===== src/rtl/pipe_hazard_ctl_pkg.sv =====
// Shared types and size helpers for the decode-stage hazard/forwarding controller.
package pipe_pkg;

    // Tag rn is sized for the widest supported register file; narrower RAW is zero-extended.
    localparam int unsigned RAW_MAX = 8;
    localparam int unsigned FWD_RF  = 0;

    typedef struct packed {
        logic               wreg;
        logic               m2reg;
        logic [RAW_MAX-1:0] rn;
    } tag_t;

    function automatic int unsigned depth_of(input int unsigned mem_lat);
        return mem_lat + 2;
    endfunction

    function automatic int unsigned sw_of(input int unsigned mem_lat);
        return $clog2(mem_lat + 3);
    endfunction

endpackage


===== src/rtl/pipe_hazard_ctl_fwd_pick.sv =====
// Picks the youngest in-flight producer of one source register and reports its readiness.
module fwd_pick
    import pipe_pkg::*;
#(
    parameter int unsigned DEPTH   = 3,
    parameter int unsigned MEM_LAT = 1,
    parameter int unsigned SW      = 2
) (
    input  tag_t [DEPTH:1]     tags_i,
    input  logic [RAW_MAX-1:0] src_i,
    input  logic               use_i,
    output logic [SW-1:0]      sel_o,
    output logic               ready_o,
    output logic               hit_o
);

    always_comb begin
        sel_o   = SW'(FWD_RF);
        ready_o = 1'b1;
        hit_o   = 1'b0;
        // Ascending scan; the first hit is the youngest producer and later ones are ignored.
        for (int unsigned i = 1; i <= DEPTH; i++) begin
            if (!hit_o && use_i && tags_i[i].wreg && (tags_i[i].rn == src_i) && (src_i != '0)) begin
                hit_o   = 1'b1;
                sel_o   = SW'(i);
                ready_o = ~tags_i[i].m2reg | (i >= MEM_LAT + 1);
            end
        end
    end

endmodule


===== src/rtl/pipe_hazard_ctl.sv =====
// Decode-stage hazard controller: tag pipeline, operand forwarding selects, load-use stall, branch flush.
module pipe_hazard_ctl
    import pipe_pkg::*;
#(
    parameter int unsigned  MEM_LAT  = 1,
    parameter int unsigned  RAW      = 5,
    parameter bit           FLUSH_BR = 1'b1,
    localparam int unsigned DEPTH    = depth_of(MEM_LAT),
    localparam int unsigned SW       = sw_of(MEM_LAT)
) (
    input  logic           clock,
    input  logic           reset,
    input  logic [RAW-1:0] d_rs,
    input  logic [RAW-1:0] d_rt,
    input  logic           d_use_rs,
    input  logic           d_use_rt,
    input  logic           d_wreg,
    input  logic           d_m2reg,
    input  logic [RAW-1:0] d_rn,
    input  logic           d_jump,
    output logic [SW-1:0]  fwa,
    output logic [SW-1:0]  fwb,
    output logic           wpcir,
    output logic           e_kill,
    output logic           dbubble
);

    tag_t [DEPTH:1] tags_q, tags_d;
    logic [SW-1:0]  sel_a, sel_b;
    logic           rdy_a, rdy_b, hit_a, hit_b;
    logic           hazard;

    fwd_pick #(.DEPTH(DEPTH), .MEM_LAT(MEM_LAT), .SW(SW)) u_pick_a (
        .tags_i  (tags_q),
        .src_i   (RAW_MAX'(d_rs)),
        .use_i   (d_use_rs),
        .sel_o   (sel_a),
        .ready_o (rdy_a),
        .hit_o   (hit_a)
    );

    fwd_pick #(.DEPTH(DEPTH), .MEM_LAT(MEM_LAT), .SW(SW)) u_pick_b (
        .tags_i  (tags_q),
        .src_i   (RAW_MAX'(d_rt)),
        .use_i   (d_use_rt),
        .sel_o   (sel_b),
        .ready_o (rdy_b),
        .hit_o   (hit_b)
    );

    // A stall lasts exactly as long as either youngest producer is an unfinished load.
    assign hazard  = (hit_a & ~rdy_a) | (hit_b & ~rdy_b);
    assign fwa     = sel_a;
    assign fwb     = sel_b;
    assign wpcir   = ~hazard;
    assign e_kill  = hazard;
    assign dbubble = FLUSH_BR & d_jump & ~hazard;

    always_comb begin
        tags_d = '0;
        if (!hazard) begin
            tags_d[1] = tag_t'{wreg: d_wreg, m2reg: d_m2reg, rn: RAW_MAX'(d_rn)};
        end
        for (int unsigned i = 2; i <= DEPTH; i++) begin
            tags_d[i] = tags_q[i-1];
        end
    end

    always_ff @(posedge clock) begin
        if (reset) begin
            tags_q <= '0;
        end else begin
            tags_q <= tags_d;
        end
    end

endmodule


===== config.mk =====
export PLATFORM = sky130hd
export DESIGN_NAME = pipe_hazard_ctl
export DESIGN_NICKNAME = d
export VERILOG_FILES = /design/src/rtl/pipe_hazard_ctl_pkg.sv /design/src/rtl/pipe_hazard_ctl_fwd_pick.sv /design/src/rtl/pipe_hazard_ctl.sv
export SDC_FILE = /design/constraint.sdc
export NUM_CORES = 1
export LEC_CHECK = 0
export ABC_AREA = 0
export BUFFER_PORTS_ARGS = -buffer_cell sky130_fd_sc_hd__buf_2
export CAP_MARGIN = 20
export CORE_MARGIN = 2
export CORE_UTILIZATION = 35
export CTS_CLUSTER_DIAMETER = 100
export DETAILED_ROUTE_END_ITERATION = 8
export PLACE_DENSITY = 0.63
export SLEW_MARGIN = 0
export SYNTH_ARGS = -nofsm -noshare
export SYNTH_HDL_FRONTEND = slang
export SYNTH_SLANG_ARGS = --single-unit

===== constraint.sdc =====
create_clock -name clock -period 2.75 [get_ports clock]
set_input_delay 0.55 -clock clock [delete_from_list [all_inputs] [get_ports clock]]
set_output_delay 0.55 -clock clock [all_outputs]
set_load 0.05 [all_outputs]

==> flow_metrics.env <==
export IMPL_gp_congestion=0.864
export IMPL_core_area_um2=2730
export IMPL_die_height_um=57.3
export IMPL_syn_area_um2=995
export IMPL_cts_setup_buffers=0
export IMPL_yosysUniqueCellTypes=22
export IMPL_leakagePower_nw=0.590
export IMPL_crit_buf_inv=2
export IMPL_drc_errors=0
export IMPL_nFillCells=273
export IMPL_rows=19
export IMPL_p_total_mw=0.529
export IMPL_yosysWarnings=0
export IMPL_tns_ns=0
export IMPL_cp_arrival_ns=2.13
export IMPL_grt_pass1_vias=848
export IMPL_final_cells=169
export IMPL_cap_viol_max_count=0
export IMPL_rsz0062_at_grt="false"
export IMPL_clkTransAtPathRegs_ns=0.11
export IMPL_power_frac_comb_pct=17.9
export IMPL_die_x_um=57.3
export IMPL_final_nets=161
export IMPL_setup_viol=0
export IMPL_internal_power_mw=0.391
export IMPL_hold_ws_ns=0.490
export IMPL_drt_first_iter_violations=23
export IMPL_start_util_pct=36.4
export IMPL_cts_buffers=3
export IMPL_synth_seq_area_share_pct=38.2
export IMPL_io_buffers=28
export IMPL_worst_path_largest_cell_delay_ns=0.54
export IMPL_layout_min_cycle_time_ns=2.68
export IMPL_htreeDepth=1
export IMPL_maxSlewHeadroom_pct=73.2
export IMPL_cts_sinks=19
export IMPL_p_seq_share_pct=56.0
export IMPL_cp_required_ns=2.20
export IMPL_power_share_clock_pct=26.0
export IMPL_cpLargestDelayFamily="simple AND/OR/NAND/NOR gates"
export IMPL_antenna_left=0
export IMPL_max_freq_mhz=373
export IMPL_root_buffer="clkbuf_4"
export IMPL_routed_wl_um=2180
export IMPL_layout_commonest_cell="buf_2"
export IMPL_vias=823
export IMPL_grt_max_degree=20
export IMPL_placedCellCount=165
export IMPL_setup_ws_ns=0.0705
export IMPL_track_usage_pct=14.5
export IMPL_hold_viol_final=0
export IMPL_die_area_um2=3280
export IMPL_startpoint_type="input port"
export IMPL_fin_skew_ns=0.00522
export IMPL_final_cell_mix="buf_2, xor2_1, dfxtp_1"
export IMPL_synthCells=98
export IMPL_slowest_stage="or4_1"
export IMPL_crit_chain="buf_2, or4_1, o21a_1, and4_4, o21a_2, nor2b_4, buf_4"
export IMPL_clk_path_buf_depth=2
export IMPL_switching_share_pct=26.1
export IMPL_min_period_over_period_pct=97.4
export IMPL_drive_gt1_share_pct=41.3
export IMPL_dr_pass1_iters=4
export IMPL_power_switching_mw=0.138
export IMPL_dp_hpwl_um=1770
export IMPL_tritoncts="done"
export IMPL_post_place_ws_ns=-0.0174
export IMPL_io_pins=29
export IMPL_synthToLayoutAreaGrowth_pct=30.2
export IMPL_synthesis_nets=120
export IMPL_vias_per_cell=4.87
export IMPL_ys_ff_latch=19
export IMPL_crit_type="in -> out"
export IMPL_cts_resized=1
export IMPL_hp_class="in -> reg"
export IMPL_tightest_slew_ns=0.401
export IMPL_antenna_found_initial=0
export IMPL_crit_fanout=5
export IMPL_syn_area_per_cell_um2=10.2
export IMPL_ctsHoldBuffers=0
export IMPL_clkLatencyLatePin_ns=0.29
export IMPL_register_area_um2=380
export IMPL_p_per_area_nw_per_um2=409
export IMPL_status="complete, no violations"
export IMPL_grt_pass1_wl_um=3610
export IMPL_n_antenna_cell=0
export IMPL_end_kind="primary output"
export IMPL_peakVddDrop_v=0.000269
export IMPL_overflow=0
export IMPL_post_drt_wl_per_cell_um=12.9
export IMPL_multi_input_area_um2=614
export IMPL_maxSlewViolCount=0
-- layer usage --
| metal | wire, um | track usage (%) | share of wire (%) | up-vias |
|---|---|---|---|---|
| met1 | 994 | 19.0 | 46 | 373 |
| met4 | 29 | 5.98 | 1.3 | 0 |
| met2 | 1010 | 23.2 | 46 | 33 |
| met5 | 0 | 0 | 0 | - |
| li1 | - | - | - | 413 |
| met3 | 150 | 3.40 | 6.9 | 4 |
-- cells by family (layout without fill, tap and decap cells) --
group | count (synthesis) | in the layout | share of synthesized area, %
AO/OA/AOI/OAI | 5 | 5 | 3.52
flip-flops | 19 | 19 | 38.2
XOR/XNOR | 30 | 30 | 26.4
AND/OR/NAND/NOR | 40 | 40 | 29.6
buffers and inverters | 4 | 44 | 2.26
-- cells in the mapped netlist --
cell type | n | share of area (%)
or2_1 | 1 | 0.63
inv_2 | 1 | 0.38
nor2b_1 | 14 | 8.8
a31oi_1 | 1 | 0.63
o21a_1 | 2 | 1.5
nand3_1 | 2 | 1.0
nor3_1 | 3 | 1.5
and4_4 | 1 | 1.1
nor4_1 | 5 | 3.1
clkbuf_1 | 2 | 0.75
buf_6 | 1 | 1.1
o21ai_1 | 1 | 0.50
or4_1 | 2 | 1.5
dfxtp_1 | 19 | 38
nand2_1 | 1 | 0.38
xnor2_1 | 10 | 8.8
nand4_1 | 1 | 0.63
nor3b_2 | 7 | 8.8
nor3b_1 | 1 | 0.75
xor2_1 | 20 | 18
a31o_1 | 1 | 0.88
and3_1 | 2 | 1.3
-- metrics by stage --
stage          util, %  area (um^2)
2_1_floorplan        -         1010
5_1_grt           47.4         1290
3_5_place_dp      45.9         1250
3_3_place_gp      45.9         1250
6_report          47.4         1290
4_1_cts           47.0         1280
-- final cells by class --
type	instances	share of cell area, %
clock buffer	3	1.74
tap	31	3.00
inverter	1	0.290
multi-input combinational	75	47.4
clock inverter	1	0.386
sequential	19	29.4
timing repair buffer	39	17.8
-- path summary, 6_finish.rpt --
| path | cells after the start | start | end | slack (ns) |
|---|---|---|---|---|
| worst min register to register | 1 | tags_d[19]$_SDFF_PP0_ | tags_d[29]$_SDFF_PP0_ | 0.50 |
| worst max register to register | 6 | tags_d[12]$_SDFF_PP0_ | tags_d[12]$_SDFF_PP0_ | 1.15 |
| worst min-delay path | 2 | d_rn[4] | tags_d[14]$_SDFF_PP0_ | 0.49 |
| worst max-delay path | 7 | d_rt[4] | dbubble | 0.07 |
-- flip-flops by register name (all words and copies together), names as in the netlist --
| signal | count |
|---|---|
| tags_q | 6 |
| tags_d | 13 |
-- power by group through the flow --
stage          Clock [mW]  Sequential, mW  Combinational [mW]
6_report            0.138           0.297              0.0949
5_1_grt             0.163           0.298               0.104
4_1_cts             0.143           0.297              0.0951
3_5_place_dp            0           0.303              0.0935
3_3_place_gp            0           0.303              0.0915
2_1_floorplan           0           0.301              0.0534
No activity file was read; power rests on OpenSTA's default activity.
